**src/rtl/hazard_control.sv**
```systemverilog
// Pipeline hazard and stall controller feeding the ID-stage decoder.
// It detects load-use hazards and taken-branch flushes, and freezes the pipeline
// while data memory is busy. A watchdog halts the core if memory never answers,
// and saturating counters record stall and flush cycles.
module hazard_control #(
   parameter int MEM_TIMEOUT = 16
) (
   input  logic        clk_i,
   input  logic        rst_i,
   input  logic [4:0]  IFID_RS1_i,
   input  logic [4:0]  IFID_RS2_i,
   input  logic [6:0]  IFID_Op_i,
   input  logic        IDEX_MemRead_i,
   input  logic [4:0]  IDEX_RD_i,
   input  logic        Branch_taken_i,
   input  logic        MemReq_i,
   input  logic        MemReady_i,
   output logic        NoOp_o,
   output logic        PCWrite_o,
   output logic        IFIDWrite_o,
   output logic        IFIDFlush_o,
   output logic        PipeStall_o,
   output logic        MemTimeout_o,
   output logic [31:0] StallCount_o,
   output logic [31:0] FlushCount_o
);

   typedef enum logic [1:0] {
      RUN      = 2'd0,
      MEM_WAIT = 2'd1,
      HALT     = 2'd2
   } state_t;

   localparam logic [7:0]  WAIT_LAST = 8'(MEM_TIMEOUT - 1);
   localparam logic [31:0] CNT_MAX   = 32'hFFFF_FFFF;

   state_t      state_q, state_d;
   logic [7:0]  wait_cnt_q, wait_cnt_d;
   logic        timeout_q, timeout_d;
   logic [31:0] stall_cnt_q, stall_cnt_d;
   logic [31:0] flush_cnt_q, flush_cnt_d;

   logic rs1_used, rs2_used, load_use, mem_busy;

   // Decode which source registers the ID instruction actually reads
   always_comb begin
      rs1_used = 1'b0;
      rs2_used = 1'b0;
      case (IFID_Op_i)
         7'b0110011, 7'b0100011, 7'b1100011: begin
            rs1_used = 1'b1;
            rs2_used = 1'b1;
         end
         7'b0010011, 7'b0000011: rs1_used = 1'b1;
         default: ;
      endcase
   end

   assign load_use = IDEX_MemRead_i && (IDEX_RD_i != 5'd0) &&
                     ((rs1_used && (IFID_RS1_i == IDEX_RD_i)) ||
                      (rs2_used && (IFID_RS2_i == IDEX_RD_i)));
   assign mem_busy = MemReq_i && !MemReady_i;

   // Prioritised pipeline control; reset forces a bubble with the PC frozen
   always_comb begin
      NoOp_o      = 1'b0;
      PCWrite_o   = 1'b1;
      IFIDWrite_o = 1'b1;
      IFIDFlush_o = 1'b0;
      PipeStall_o = 1'b0;
      if (rst_i) begin
         NoOp_o      = 1'b1;
         PCWrite_o   = 1'b0;
         IFIDWrite_o = 1'b0;
      end else if (state_q == HALT) begin
         NoOp_o      = 1'b1;
         PCWrite_o   = 1'b0;
         IFIDWrite_o = 1'b0;
         PipeStall_o = 1'b1;
      end else if (mem_busy) begin
         // Branch stays in ID and is re-evaluated once memory releases
         PCWrite_o   = 1'b0;
         IFIDWrite_o = 1'b0;
         PipeStall_o = 1'b1;
      end else if (load_use) begin
         // Load-use wins over a branch: the branch operands are not valid yet
         NoOp_o      = 1'b1;
         PCWrite_o   = 1'b0;
         IFIDWrite_o = 1'b0;
      end else if (Branch_taken_i) begin
         IFIDFlush_o = 1'b1;
      end
   end

   // Memory-wait FSM with watchdog, plus saturating stall/flush counters
   always_comb begin
      state_d     = state_q;
      wait_cnt_d  = wait_cnt_q;
      timeout_d   = timeout_q;
      stall_cnt_d = stall_cnt_q;
      flush_cnt_d = flush_cnt_q;
      case (state_q)
         RUN: begin
            if (mem_busy) begin
               state_d    = MEM_WAIT;
               wait_cnt_d = 8'd0;
            end
         end
         MEM_WAIT: begin
            if (mem_busy) begin
               wait_cnt_d = wait_cnt_q + 8'd1;
               if (wait_cnt_q == WAIT_LAST) begin
                  state_d   = HALT;
                  timeout_d = 1'b1;
               end
            end else if (MemReq_i && MemReady_i) begin
               state_d = RUN;
            end
         end
         HALT:    state_d = HALT;
         default: state_d = RUN;
      endcase
      if ((state_q != HALT) && !PCWrite_o && (stall_cnt_q != CNT_MAX))
         stall_cnt_d = stall_cnt_q + 32'd1;
      if (IFIDFlush_o && (flush_cnt_q != CNT_MAX))
         flush_cnt_d = flush_cnt_q + 32'd1;
   end

   // State, watchdog and counter registers
   always_ff @(posedge clk_i) begin
      if (rst_i) begin
         state_q     <= RUN;
         wait_cnt_q  <= 8'd0;
         timeout_q   <= 1'b0;
         stall_cnt_q <= 32'd0;
         flush_cnt_q <= 32'd0;
      end else begin
         state_q     <= state_d;
         wait_cnt_q  <= wait_cnt_d;
         timeout_q   <= timeout_d;
         stall_cnt_q <= stall_cnt_d;
         flush_cnt_q <= flush_cnt_d;
      end
   end

   assign MemTimeout_o = timeout_q;
   assign StallCount_o = stall_cnt_q;
   assign FlushCount_o = flush_cnt_q;

endmodule

```
**config.mk**
```make
export PLATFORM = sky130hd
export DESIGN_NAME = hazard_control
export DESIGN_NICKNAME = d
export VERILOG_FILES = /design/src/rtl/hazard_control.sv
export SDC_FILE = /design/constraint.sdc
export NUM_CORES = 1
export LEC_CHECK = 0
export ABC_AREA = 1
export BUFFER_PORTS_ARGS = -buffer_cell sky130_fd_sc_hd__clkbuf_2
export CORE_ASPECT_RATIO = 1.5
export CORE_MARGIN = 8
export CORE_UTILIZATION = 45
export CTS_BUF_LIST = sky130_fd_sc_hd__clkbuf_2
export CTS_CLUSTER_DIAMETER = 40
export DETAILED_ROUTE_END_ITERATION = 8
export HOLD_SLACK_MARGIN = 0.03
export PLACE_DENSITY = 0.69
export RECOVER_POWER = 100
export SYNTH_ARGS = -nofsm -noshare
export SYNTH_HDL_FRONTEND = slang
export SYNTH_SLANG_ARGS = --single-unit
```
**constraint.sdc**
```tcl
create_clock -name clk_i -period 3.8 [get_ports clk_i]
set_input_delay 0 -clock clk_i [delete_from_list [all_inputs] [get_ports clk_i]]
set_output_delay 0 -clock clk_i [all_outputs]
set_load 0.02 [all_outputs]
```
==> impl_metrics.xml, run 1 <==
<?xml version="1.0" encoding="UTF-8"?>
<metrics>
  <group name="global_routing">
    <metric name="antenna_violations_before_repair" unit="">1</metric>
    <metric name="global_route.usage.total" unit="%">20.70</metric>
    <metric name="grt_start_max_net_pins" unit="">69</metric>
    <metric name="overflow" unit="">0</metric>
    <metric name="grt_first_pass_wirelength" unit="mm">24.87</metric>
    <metric name="first_global_vias" unit="">5263</metric>
  </group>
  <group name="job">
    <metric name="drv_cap" unit="">2</metric>
  </group>
  <group name="min_path">
    <metric name="worst_min_delay_path_class" unit="">input port to flop</metric>
  </group>
  <group name="clock_network">
    <metric name="clk_pin_slew" unit="ps">220</metric>
    <metric name="clock_tree.htree_level_count" unit="">3</metric>
    <metric name="clkLatencyLatePin" unit="ps">540</metric>
    <metric name="clock_tree.root_cell" unit="">sky130_fd_sc_hd__clkbuf_2</metric>
    <metric name="cts_tree" unit="">done</metric>
    <metric name="cts_made_buffers" unit="">9</metric>
    <metric name="number_of_post_cts_setup_repair_buffers" unit="">0</metric>
    <metric name="clock-sinks" unit="">75</metric>
    <metric name="max_buffers_root_to_sink" unit="">2</metric>
  </group>
  <group name="setup_path">
    <metric name="worst_path_dominant_cell_family" unit="">simple AND/OR/NAND/NOR gates</metric>
    <metric name="crit_chain" unit="">ha_1, inv_1, nor2_4, nand2_1, nor2_1, nand3_1, nand4_1, nand2_1, a21oi_1</metric>
    <metric name="critPathLaunchType" unit="">flop</metric>
    <metric name="critical_path.n_buffers_inverters" unit="">1</metric>
    <metric name="worstPathMaxFanout" unit="">33</metric>
    <metric name="timing.critical_path.slowest_stage_cell" unit="">sky130_fd_sc_hd__nand4_1</metric>
    <metric name="cp-end-kind" unit="">flop</metric>
    <metric name="worst_path_largest_cell_delay" unit="ps">1110</metric>
    <metric name="critical_path_arrival" unit="ps">3250</metric>
    <metric name="worst-setup-path-type" unit="">flop to flop</metric>
    <metric name="rrSetupSlack" unit="ps">950</metric>
    <metric name="crit_required" unit="ps">4200</metric>
    <metric name="critical-path-top-cell-by-count" unit="">sky130_fd_sc_hd__nand2_1</metric>
  </group>
  <group name="placed_design">
    <metric name="port-buffer-count" unit="">97</metric>
    <metric name="placedCellCount" unit="">1051</metric>
    <metric name="gp_routability_congestion" unit="">0.9764</metric>
    <metric name="hpwlAfterDp" unit="mm">11.41</metric>
  </group>
  <group name="status">
    <metric name="run_status" unit="">complete, but fails checks</metric>
    <metric name="violations" unit="">capacitance limit, slew limit</metric>
  </group>
  <group name="yosys">
    <metric name="synth_largest_type_area_fraction" unit="%">29.64</metric>
    <metric name="ys_types" unit="">29</metric>
    <metric name="ys_seq_elements" unit="">75</metric>
    <metric name="synth_area" unit="sq um">5066</metric>
    <metric name="cell_type_with_the_largest_total_area_after_synthesis" unit="">sky130_fd_sc_hd__dfxtp_1</metric>
    <metric name="synth_nets" unit="">867</metric>
    <metric name="postSynthAreaPerCell" unit="sq um">6.060</metric>
    <metric name="netlist_top_cells_area" unit="">sky130_fd_sc_hd__dfxtp_1 30%, sky130_fd_sc_hd__nand2_1 23%, sky130_fd_sc_hd__nor2_1 9.8%, sky130_fd_sc_hd__nand4_1 7.9%, sky130_fd_sc_hd__a21oi_1 6.7%</metric>
    <metric name="yosysSeqAreaShare" unit="%">29.64</metric>
    <metric name="number_of_cells_produced_by_synthesis" unit="">836</metric>
    <metric name="yosys_warnings" unit="">0</metric>
  </group>
  <group name="sta">
    <metric name="timing.slew.headroom" unit="%">-1.760</metric>
    <metric name="fmax" unit="GHz">0.3508</metric>
    <metric name="setup_viol" unit="">0</metric>
    <metric name="post-route-period-util" unit="%">75.01</metric>
    <metric name="final.setup_skew" unit="ps">33.24</metric>
    <metric name="holdWs" unit="ps">161.6</metric>
    <metric name="worst_slew_pin_slew" unit="ps">1526</metric>
    <metric name="timing.setup.tns" unit="ps">0</metric>
    <metric name="setup_repair_after_global_routing_missed_its_margin" unit="">no</metric>
    <metric name="drv_slew" unit="">69</metric>
    <metric name="min_cycle_time_layout" unit="ps">2850</metric>
    <metric name="finalHoldViolCount" unit="">0</metric>
  </group>
  <group name="power">
    <metric name="design_power_total" unit="mW">1.303</metric>
    <metric name="maximum_ir_drop_on_the_vdd_rail" unit="V">0.0001467</metric>
    <metric name="powerDensity" unit="nW/um^2">232.5</metric>
    <metric name="p_leak" unit="nW">2.017</metric>
  </group>
  <group name="final_layout">
    <metric name="final-instance-count-excl-fill" unit="">1072</metric>
    <metric name="area_growth_syn_to_fin" unit="%">10.67</metric>
    <metric name="nNetsFinal" unit="">950</metric>
    <metric name="final_layout_size_suffix_gt1_share" unit="%">6.169</metric>
  </group>
  <group name="floorplanning">
    <metric name="core.rowCount" unit="">47</metric>
    <metric name="start_util" unit="%">46.07</metric>
    <metric name="design.die.area" unit="sq um">14980</metric>
    <metric name="die_x" unit="um">102.6</metric>
    <metric name="fp.coreArea" unit="sq um">11000</metric>
    <metric name="die_boundary_height" unit="um">146.0</metric>
    <metric name="num_io_pins" unit="">98</metric>
  </group>
  <group name="drt">
    <metric name="routed-wl-met3" unit="um">979</metric>
    <metric name="dr.pass1.iters" unit="">6</metric>
    <metric name="detail_route.wirelength" unit="mm">15.70</metric>
    <metric name="vias_per_cell" unit="">5.300</metric>
    <metric name="met2_wirelength" unit="mm">8.311</metric>
    <metric name="avgRoutedWirePerCell" unit="um">14.64</metric>
    <metric name="route.detailed.drc" unit="">0</metric>
    <metric name="vias" unit="">5682</metric>
    <metric name="drtAntennaViolNets" unit="">0</metric>
    <metric name="drt-initial-drc-count" unit="">313</metric>
    <metric name="detail_route.wirelength.met1" unit="mm">5.699</metric>
    <metric name="dr.max_layer_used" unit="">met4</metric>
  </group>
</metrics>
final cells by class:
cell class	count	area (sq um)
Fill cell	1251	5390
Multi-Input combinational cell	677	3182
Sequential cell	75	1501
Timing Repair Buffer	105	465.4
Inverter	51	191.4
Tap cell	147	183.9
Clock buffer	9	45.04
Clock inverter	7	35.03
Antenna cell	1	2.502
worst paths after layout:
path	startpoint	end	cells after the start
max	FlushCount_o[0]	FlushCount_o[23]	9
min	Branch_taken_i	FlushCount_o[11]	3
max reg2reg	FlushCount_o[0]	FlushCount_o[23]	9
min reg2reg	wait_cnt_q[1]	wait_cnt_q[1]	2
cell usage in the layout (no fill, tap or decap):
cell type / Yosys / final
sky130_fd_sc_hd__dlygate4sd3_1: 0 / 4
sky130_fd_sc_hd__diode_2: 0 / 1
sky130_fd_sc_hd__o21ai_1: 1 / 1
sky130_fd_sc_hd__ha_1: 3 / 3
sky130_fd_sc_hd__clkinv_2: 0 / 4
sky130_fd_sc_hd__nor2_2: 3 / 3
sky130_fd_sc_hd__nand4_1: 64 / 65
sky130_fd_sc_hd__inv_1: 46 / 47
sky130_fd_sc_hd__nor2_4: 2 / 2
sky130_fd_sc_hd__clkbuf_1: 15 / 70
sky130_fd_sc_hd__clkbuf_2: 0 / 37
sky130_fd_sc_hd__nand3_1: 11 / 12
sky130_fd_sc_hd__nor3b_1: 1 / 1
sky130_fd_sc_hd__clkinvlp_4: 0 / 1
sky130_fd_sc_hd__a21oi_2: 0 / 1
sky130_fd_sc_hd__clkinv_1: 0 / 2
sky130_fd_sc_hd__a211oi_1: 2 / 2
sky130_fd_sc_hd__nand2_1: 306 / 307
sky130_fd_sc_hd__xnor2_1: 8 / 8
sky130_fd_sc_hd__o21ai_0: 4 / 4
sky130_fd_sc_hd__nor2_1: 132 / 132
sky130_fd_sc_hd__nand4_2: 2 / 1
sky130_fd_sc_hd__dfxtp_1: 75 / 75
sky130_fd_sc_hd__nand3_2: 2 / 1
sky130_fd_sc_hd__nor3_1: 11 / 12
sky130_fd_sc_hd__buf_4: 4 / 3
sky130_fd_sc_hd__o211ai_1: 1 / 1
sky130_fd_sc_hd__a21oi_1: 68 / 67
sky130_fd_sc_hd__xor2_1: 25 / 25
sky130_fd_sc_hd__nand3b_1: 29 / 29
sky130_fd_sc_hd__inv_2: 5 / 4
repair_timing:
item	in CTS	in global routing
endpoints found under the hold margin	10	0
setup endpoints to repair	0	0
hold buffers	4	0
gates resized for setup	0	0
tightest hold or removal path, stage by stage:
cell and delay (ps):
sky130_fd_sc_hd__clkbuf_2 400, sky130_fd_sc_hd__nand4_1 230, sky130_fd_sc_hd__a21oi_1 60
synthesized netlist by cell type (all sizes together):
cell type  instances
a211oi             2
inv               51
nand4             66
nand3             13
o211ai             1
nand3b            29
nor2             137
nand2            307
ha                 3
clkbuf            15
nor3              12
o21ai              5
a21oi             68
dfxtp             75
xor2              25
nor3b              1
xnor2              8
buf               18
power by group:
| part | total (mW) | internal (mW) | switching [mW] |
|---|---|---|---|
| registers | 0.800 | 0.793 | 0.00650 |
| clock network | 0.373 | 0.0770 | 0.296 |
| logic | 0.131 | 0.0379 | 0.0927 |
| total | 1.30 | 0.908 | 0.395 |
state kept, by name, indices dropped and copies added, names as in the netlist:
| signal | cells |
|---|---|
| MemTimeout_o | 1 |
| StallCount_o | 32 |
| wait_cnt_q | 8 |
| FlushCount_o | 32 |
| state_q | 2 |
kinds of logic (layout without fill, tap and decap cells):
| kind of cell | Yosys count | in the layout | synth area share, % |
|---|---|---|---|
| AO/OA/AOI/OAI | 76 | 76 | 7.656 |
| XOR/XNOR | 33 | 33 | 5.705 |
| adder cells (fa/ha/maj) | 3 | 3 | 0.7410 |
| buffers and inverters | 84 | 172 | 7.261 |
| flip-flops | 75 | 75 | 29.64 |
| other | 0 | 1 | 0 |
| AND/OR/NAND/NOR | 565 | 565 | 49.00 |
layer usage:
layer / global-route usage, % / vias to the layer above
met1: 21.04 / 2546
li1: - / 2893
met3: 3.927 / 48
met2: 37.57 / 195
met5: 0 / -
met4: 11.66 / 0
stage by stage:
step           area, sq um  setup WS [ps]  util (%)
5_1_grt               5607          653.1     50.98
4_1_cts               5713           1287     51.95
3_3_place_gp          5593           1346     50.86
2_1_floorplan         5066           1833         -
3_5_place_dp          5593           1281     50.86
6_report              5607          949.6     50.98
No activity file was read; power rests on OpenSTA's default activity.
==> run 2, diff against run 1 <==
Settings changed: PLACE_DENSITY 0.69 to 0.72.
Clock period 3.8 ns to 2.5 ns, I/O delays scaled along.
==> run 2 against run 1 <==
  * The run now ends clean
  * Critical path depth increased by 1
  * Setup slack got worse by 700 ps
  * Utilization increased by 1.8 points
  * Flip-flop and latch count did not move
  * Global-route usage is 0.60 points higher
  * Sequential share of layout area down 0.91 points
  * Count of clock-buffer cells in the layout stayed put
  * Hold slack better by 110 ps
  * Register-to-register slack got worse by 700 ps
  * Final area grew 3.5%
  * Non-clock buffer count rose by 16
  * Final cell count rose by 1.4%
  * Critical endpoint is now FlushCount_o[6]
==> impl_metrics.xml, run 2 (synthesized netlist as in run 1, its figures left out) <==
<?xml version="1.0" encoding="UTF-8"?>
<metrics>
  <group name="final_layout">
    <metric name="register_area" unit="sq um">1501</metric>
    <metric name="final_area" unit="sq um">5804</metric>
    <metric name="final_layout_size_suffix_gt1_share" unit="%">7.553</metric>
    <metric name="layout.cells.most_common" unit="">sky130_fd_sc_hd__nand2_1</metric>
    <metric name="fillCellCount" unit="">1235</metric>
    <metric name="layout_common_cells" unit="">307 x sky130_fd_sc_hd__nand2_1, 134 x sky130_fd_sc_hd__nor2_1, 75 x sky130_fd_sc_hd__dfxtp_1, 69 x sky130_fd_sc_hd__clkbuf_1, 67 x sky130_fd_sc_hd__a21oi_1</metric>
    <metric name="area_growth_syn_to_fin" unit="%">14.57</metric>
    <metric name="final-instance-count-excl-fill" unit="">1087</metric>
    <metric name="postLayoutCoreUtil" unit="%">52.78</metric>
    <metric name="antennaDiodeCount" unit="">0</metric>
    <metric name="multi_input_comb_area" unit="sq um">3188</metric>
    <metric name="nNetsFinal" unit="">966</metric>
  </group>
  <group name="drt">
    <metric name="avgRoutedWirePerCell" unit="um">14.80</metric>
    <metric name="drt-initial-drc-count" unit="">317</metric>
    <metric name="vias" unit="">5734</metric>
    <metric name="route.detailed.drc" unit="">0</metric>
    <metric name="drtAntennaViolNets" unit="">0</metric>
    <metric name="dr.pass1.iters" unit="">5</metric>
    <metric name="vias_per_cell" unit="">5.275</metric>
    <metric name="detail_route.wirelength" unit="mm">16.09</metric>
  </group>
  <group name="placed_design">
    <metric name="gp_routability_congestion" unit="">1.017</metric>
    <metric name="placedCellCount" unit="">1066</metric>
    <metric name="place_area" unit="sq um">5731</metric>
    <metric name="hpwlAfterDp" unit="mm">12.03</metric>
    <metric name="port-buffer-count" unit="">97</metric>
  </group>
  <group name="sta">
    <metric name="setup_viol" unit="">0</metric>
    <metric name="worst_slew_pin_slew" unit="ps">743.0</metric>
    <metric name="drv_slew" unit="">0</metric>
    <metric name="timing.setup.tns" unit="ps">0</metric>
    <metric name="finalHoldViolCount" unit="">0</metric>
    <metric name="timing.slew.headroom" unit="%">50.47</metric>
    <metric name="post-route-period-util" unit="%">90.02</metric>
    <metric name="min_cycle_time_layout" unit="ps">2250</metric>
    <metric name="final.setup_skew" unit="ps">34.61</metric>
    <metric name="setup_repair_after_global_routing_missed_its_margin" unit="">no</metric>
    <metric name="fmax" unit="GHz">0.4444</metric>
  </group>
  <group name="clock_network">
    <metric name="clock_tree.root_cell" unit="">sky130_fd_sc_hd__clkbuf_2</metric>
    <metric name="clk_pin_slew" unit="ps">220</metric>
    <metric name="clock_tree.htree_level_count" unit="">3</metric>
    <metric name="clkLatencyLatePin" unit="ps">560</metric>
    <metric name="cts_made_buffers" unit="">9</metric>
    <metric name="cts_tree" unit="">done</metric>
    <metric name="max_buffers_root_to_sink" unit="">2</metric>
    <metric name="clock-sinks" unit="">75</metric>
  </group>
  <group name="power">
    <metric name="share_seq_of_total_power" unit="%">55.3</metric>
    <metric name="internal_power" unit="mW">1.592</metric>
    <metric name="netSwitchingPower" unit="mW">0.6060</metric>
    <metric name="switching_share" unit="%">27.57</metric>
    <metric name="p_leak" unit="nW">2.139</metric>
    <metric name="clkPwrFrac" unit="%">35.0</metric>
    <metric name="powerDensity" unit="nW/um^2">378.7</metric>
    <metric name="maximum_ir_drop_on_the_vdd_rail" unit="V">0.0002186</metric>
    <metric name="power.share.combinational" unit="%">9.7</metric>
  </group>
  <group name="floorplanning">
    <metric name="die_boundary_height" unit="um">146.0</metric>
    <metric name="core.rowCount" unit="">47</metric>
    <metric name="num_io_pins" unit="">98</metric>
    <metric name="fp.coreArea" unit="sq um">11000</metric>
    <metric name="start_util" unit="%">46.07</metric>
    <metric name="die_x" unit="um">102.6</metric>
    <metric name="design.die.area" unit="sq um">14980</metric>
  </group>
  <group name="setup_path">
    <metric name="worst-setup-path-type" unit="">flop to flop</metric>
    <metric name="worstPathMaxFanout" unit="">22</metric>
    <metric name="critical-path-top-cell-by-count" unit="">sky130_fd_sc_hd__nand2_1</metric>
    <metric name="critPathLaunchType" unit="">flop</metric>
    <metric name="crit_chain" unit="">ha_1, inv_1, nor2_4, nand2_1, nor2_1, nand3_1, nand4_2, buf_12, nand2_1, a21oi_1</metric>
    <metric name="crit_required" unit="ps">2990</metric>
    <metric name="cp-end-kind" unit="">flop</metric>
    <metric name="timing.critical_path.slowest_stage_cell" unit="">sky130_fd_sc_hd__dfxtp_1</metric>
    <metric name="critical_path_arrival" unit="ps">2740</metric>
    <metric name="worst_path_largest_cell_delay" unit="ps">470</metric>
  </group>
  <group name="global_routing">
    <metric name="overflow" unit="">0</metric>
    <metric name="first_global_vias" unit="">5406</metric>
    <metric name="grt_first_pass_wirelength" unit="mm">25.51</metric>
    <metric name="global_route.usage.total" unit="%">21.30</metric>
    <metric name="antenna_violations_before_repair" unit="">0</metric>
    <metric name="grt_start_max_net_pins" unit="">69</metric>
  </group>
  <group name="status">
    <metric name="run_status" unit="">complete, no violations</metric>
  </group>
  <group name="min_path">
    <metric name="worst_min_delay_path_class" unit="">input port to flop</metric>
  </group>
  <group name="job">
    <metric name="drv_cap" unit="">0</metric>
  </group>
</metrics>
==> run 2: changes by cell type in the layout (fill, tap and decap cells not counted), sizes merged <==
cell / delta
clkbuf: +1
clkinv: -2
dlygate4sd3: +1
buf: +14
bufinv: +2
diode: -1
==> run 2: repair_timing <==
item	CTS	global route
setup buffers	0	0
endpoints found under the hold margin	38	0
gates resized for setup	0	0
hold buffers	5	0
==> run 2: worst paths after layout <==
check                                   endpoint  cells past startpoint             from  slack [ps]
worst min register to register      MemTimeout_o                      2     MemTimeout_o         490
worst max register to register   FlushCount_o[6]                     10  FlushCount_o[0]         250
worst max-delay path             FlushCount_o[6]                     10  FlushCount_o[0]         250
worst min-delay path            FlushCount_o[24]                      9    IFID_RS1_i[0]         270
==> run 2: worst max-delay path: cells and delay by family (launching register included) <==
family,cells,cell delay (ps)
simple gates,6,930
compound gates,1,160
flops,1,470
buf+inv,2,320
fa+ha+maj,1,290
==> run 2: layer usage <==
layer / global-route usage (%) / up-vias / share of wire (%)
li1: - / 2913 / -
met5: 0 / - / 0
met1: 21.55 / 2613 / 37
met2: 39.17 / 164 / 53
met4: 12.25 / 0 / 4.8
met3: 3.305 / 44 / 5.1
==> run 2: power groups by stage <==
stage               clock [mW]  sequential (mW)  combinational, mW
floorplan                    0             1.24              0.133
global placement             0             1.24              0.207
detailed placement           0             1.24              0.208
CTS                      0.786             1.22              0.215
global route             0.846             1.22              0.235
finish                   0.770             1.22              0.212
==> run 2: metrics by stage <==
stage | setup slack (ps) | hold slack [ps] | power, mW
CTS | 303.3 | 238.5 | 2.217
global placement | 493.7 | 445.8 | 1.444
global route | 73.41 | 355.3 | 2.299
floorplan | 532.9 | 174.7 | 1.377
detailed placement | 365.5 | 444.8 | 1.446
finish | 249.6 | 273.7 | 2.198
==> run 2: area by class of cell <==
| cell class | count | share of cell area, % |
|---|---|---|
| Clock buffer | 9 | 0.7760 |
| Inverter | 51 | 3.298 |
| Clock inverter | 7 | 1.423 |
| Sequential cell | 75 | 25.87 |
| Timing Repair Buffer | 121 | 10.54 |
| Multi-Input combinational cell | 677 | 54.93 |
| Tap cell | 147 | 3.169 |
==> run 3, diff against run 2 <==
==> constraint.sdc (replaced) <==
create_clock -name clk_i -period 2.5 [get_ports clk_i]
set_input_delay 0.625 -clock clk_i [delete_from_list [all_inputs] [get_ports clk_i]]
set_output_delay 0.625 -clock clk_i [all_outputs]
set_load 0.02 [all_outputs]
==> run 3 against run 2 <==
  * Utilization down 1.1 points
  * Highest routed layer unchanged
  * Combinational power up 2%
  * Flip-flop and latch count unchanged
  * Critical endpoint is now IFIDWrite_o
  * Via count down 0.17%
  * Wire length down 0.86%
  * Count of clock-buffer cells in the layout up 2
==> impl_metrics.xml, run 3 (synthesized netlist as in run 1, its figures left out) <==
<?xml version="1.0" encoding="UTF-8"?>
<metrics>
  <group name="status">
    <metric name="run_status" unit="">complete, no violations</metric>
  </group>
  <group name="final_layout">
    <metric name="antennaDiodeCount" unit="">0</metric>
    <metric name="nNetsFinal" unit="">959</metric>
    <metric name="multi_input_comb_area" unit="sq um">3183</metric>
    <metric name="area_growth_syn_to_fin" unit="%">12.20</metric>
    <metric name="final_layout_size_suffix_gt1_share" unit="%">7.618</metric>
    <metric name="layout.cells.most_common" unit="">sky130_fd_sc_hd__nand2_1</metric>
    <metric name="register_area" unit="sq um">1501</metric>
    <metric name="fillCellCount" unit="">1243</metric>
    <metric name="final-instance-count-excl-fill" unit="">1079</metric>
    <metric name="layout_common_cells" unit="">307 x sky130_fd_sc_hd__nand2_1, 132 x sky130_fd_sc_hd__nor2_1, 75 x sky130_fd_sc_hd__dfxtp_1, 68 x sky130_fd_sc_hd__clkbuf_1, 67 x sky130_fd_sc_hd__a21oi_1</metric>
  </group>
  <group name="sta">
    <metric name="min_cycle_time_layout" unit="ps">2359</metric>
    <metric name="worst_slew_pin_slew" unit="ps">453.4</metric>
    <metric name="drv_slew" unit="">0</metric>
    <metric name="timing.slew.headroom" unit="%">69.66</metric>
    <metric name="post-route-period-util" unit="%">94.36</metric>
    <metric name="finalHoldViolCount" unit="">0</metric>
    <metric name="holdWs" unit="ps">513.2</metric>
    <metric name="setup_repair_after_global_routing_missed_its_margin" unit="">no</metric>
    <metric name="fmax" unit="GHz">0.4239</metric>
    <metric name="final.setup_skew" unit="ps">27.23</metric>
    <metric name="setup_viol" unit="">0</metric>
    <metric name="timing.setup.tns" unit="ps">0</metric>
  </group>
  <group name="setup_path">
    <metric name="worst-setup-path-type" unit="">flop to primary output</metric>
    <metric name="reg2regPathDepth" unit="">10</metric>
    <metric name="cp-end-kind" unit="">primary output</metric>
    <metric name="critical_path_arrival" unit="ps">1730</metric>
    <metric name="crit_required" unit="ps">1880</metric>
    <metric name="r2r-start" unit="">FlushCount_o[0]</metric>
    <metric name="critical-path-top-cell-by-count" unit="">sky130_fd_sc_hd__inv_1</metric>
    <metric name="timing.critical_path.slowest_stage_cell" unit="">sky130_fd_sc_hd__dfxtp_1</metric>
    <metric name="critical_path.reg2reg.endpoint" unit="">FlushCount_o[31]</metric>
    <metric name="worst_path_dominant_cell_family" unit="">flip-flops</metric>
    <metric name="worstPathMaxFanout" unit="">4</metric>
    <metric name="crit_chain" unit="">inv_1, nor2_2, nor3_2, inv_1, a21oi_4, clkbuf_2</metric>
    <metric name="worst_path_largest_cell_delay" unit="ps">390</metric>
    <metric name="critPathLaunchType" unit="">flop</metric>
    <metric name="rrSetupSlack" unit="ps">230</metric>
    <metric name="critical_path.n_buffers_inverters" unit="">3</metric>
  </group>
  <group name="floorplanning">
    <metric name="die_boundary_height" unit="um">146.0</metric>
    <metric name="fp.coreArea" unit="sq um">11000</metric>
    <metric name="start_util" unit="%">46.07</metric>
    <metric name="design.die.area" unit="sq um">14980</metric>
    <metric name="die_x" unit="um">102.6</metric>
    <metric name="core.rowCount" unit="">47</metric>
    <metric name="num_io_pins" unit="">98</metric>
  </group>
  <group name="global_routing">
    <metric name="grt_start_max_net_pins" unit="">42</metric>
    <metric name="overflow" unit="">0</metric>
    <metric name="first_global_vias" unit="">5384</metric>
    <metric name="global_route.usage.total" unit="%">20.73</metric>
    <metric name="antenna_violations_before_repair" unit="">0</metric>
    <metric name="grt_first_pass_wirelength" unit="mm">25.06</metric>
  </group>
  <group name="clock_network">
    <metric name="number_of_hold_buffers_added_after_cts" unit="">0</metric>
    <metric name="number_of_post_cts_setup_repair_buffers" unit="">0</metric>
    <metric name="cts_tree" unit="">done</metric>
    <metric name="clkLatencyLatePin" unit="ps">530</metric>
    <metric name="max_buffers_root_to_sink" unit="">2</metric>
    <metric name="clock_tree.root_cell" unit="">sky130_fd_sc_hd__clkbuf_2</metric>
    <metric name="clk_pin_slew" unit="ps">220</metric>
    <metric name="clock-sinks" unit="">75</metric>
    <metric name="clock_tree.htree_level_count" unit="">3</metric>
    <metric name="cts_made_buffers" unit="">9</metric>
    <metric name="cts_resized" unit="">0</metric>
  </group>
  <group name="power">
    <metric name="share_seq_of_total_power" unit="%">60.9</metric>
    <metric name="internal_power" unit="mW">1.401</metric>
    <metric name="p_leak" unit="nW">2.073</metric>
    <metric name="switching_share" unit="%">29.79</metric>
    <metric name="power.share.combinational" unit="%">10.8</metric>
    <metric name="powerDensity" unit="nW/um^2">351.1</metric>
    <metric name="netSwitchingPower" unit="mW">0.5946</metric>
    <metric name="maximum_ir_drop_on_the_vdd_rail" unit="V">0.0002768</metric>
    <metric name="clkPwrFrac" unit="%">28.3</metric>
    <metric name="design_power_total" unit="mW">1.996</metric>
  </group>
  <group name="drt">
    <metric name="vias_per_cell" unit="">5.305</metric>
    <metric name="dr.pass1.iters" unit="">6</metric>
    <metric name="drtAntennaViolNets" unit="">0</metric>
    <metric name="detail_route.wirelength" unit="mm">15.95</metric>
    <metric name="drt-initial-drc-count" unit="">256</metric>
    <metric name="vias" unit="">5724</metric>
    <metric name="route.detailed.drc" unit="">0</metric>
    <metric name="avgRoutedWirePerCell" unit="um">14.78</metric>
  </group>
  <group name="placed_design">
    <metric name="gp_routability_congestion" unit="">0.9980</metric>
    <metric name="port-buffer-count" unit="">97</metric>
    <metric name="placedCellCount" unit="">1064</metric>
    <metric name="hpwlAfterDp" unit="mm">11.99</metric>
  </group>
  <group name="min_path">
    <metric name="hold_worst_path_end" unit="">wait_cnt_q[1]</metric>
    <metric name="timing.hold.worst.start" unit="">wait_cnt_q[1]</metric>
    <metric name="worst_min_delay_path_class" unit="">flop to flop</metric>
    <metric name="min_delay_path_depth" unit="">2</metric>
  </group>
  <group name="job">
    <metric name="drv_cap" unit="">0</metric>
  </group>
</metrics>
==> run 3: changes by cell type in the layout (fill, tap and decap cells not counted), moves of 3 or more <==
cell and change:
sky130_fd_sc_hd__clkinv_1 -3, sky130_fd_sc_hd__clkbuf_2 +3, sky130_fd_sc_hd__nor2_2 +3, sky130_fd_sc_hd__clkinv_2 +3, sky130_fd_sc_hd__dlygate4sd3_1 -5
==> run 3: final cells by class <==
type	instances	area share [%]
Timing Repair Buffer	114	9.685
Multi-Input combinational cell	677	56.00
Clock inverter	4	0.3302
Sequential cell	75	26.41
Inverter	51	3.368
Tap cell	147	3.236
Clock buffer	11	0.9685
==> run 3: worst max-delay path by stage <==
stage,start,to,cells past startpoint
after floorplan,rst_i,PCWrite_o,6
after global placement,IFID_Op_i[3],NoOp_o,7
after detailed placement,IFID_Op_i[3],NoOp_o,7
after CTS,state_q[0],IFIDWrite_o,5
after global routing,FlushCount_o[0],FlushCount_o[27],10
final,state_q[1],IFIDWrite_o,6
==> run 3: power groups by stage <==
| stage | Combinational (mW) | Clock [mW] | Sequential [mW] |
|---|---|---|---|
| global placement | 0.218 | 0 | 1.24 |
| CTS | 0.220 | 0.588 | 1.21 |
| detailed placement | 0.220 | 0 | 1.24 |
| floorplan | 0.133 | 0 | 1.24 |
| global route | 0.239 | 0.635 | 1.22 |
| finish | 0.216 | 0.565 | 1.21 |
==> run 3: per-layer routing <==
layer | track usage, % | share of wire, % | vias to the layer above
met5 | 0 | 0 | -
met4 | 11.07 | 4.2 | 0
met3 | 3.257 | 5.9 | 38
met2 | 38.62 | 54 | 173
met1 | 20.85 | 36 | 2601
li1 | - | - | 2912
==> run 3: through the flow <==
step	instance area, sq um	utilization [%]	setup slack, ps
after global placement	5715	51.97	162.3
after global routing	5684	51.69	13.09
after CTS	5789	52.65	0.1590
after floorplan	5066	-	181.8
final	5684	51.69	140.9
after detailed placement	5715	51.97	145.0
==> run 3: worst reg2reg max path: stages, from the launching register on <==
cell	delay (ps)
sky130_fd_sc_hd__dfxtp_1	470
sky130_fd_sc_hd__ha_1	320
sky130_fd_sc_hd__inv_1	130
sky130_fd_sc_hd__nor2_4	210
sky130_fd_sc_hd__nand2_1	140
sky130_fd_sc_hd__nor2_1	210
sky130_fd_sc_hd__nand3_1	150
sky130_fd_sc_hd__nand4_1	160
sky130_fd_sc_hd__buf_12	200
sky130_fd_sc_hd__nand2_1	90
sky130_fd_sc_hd__a21oi_1	140
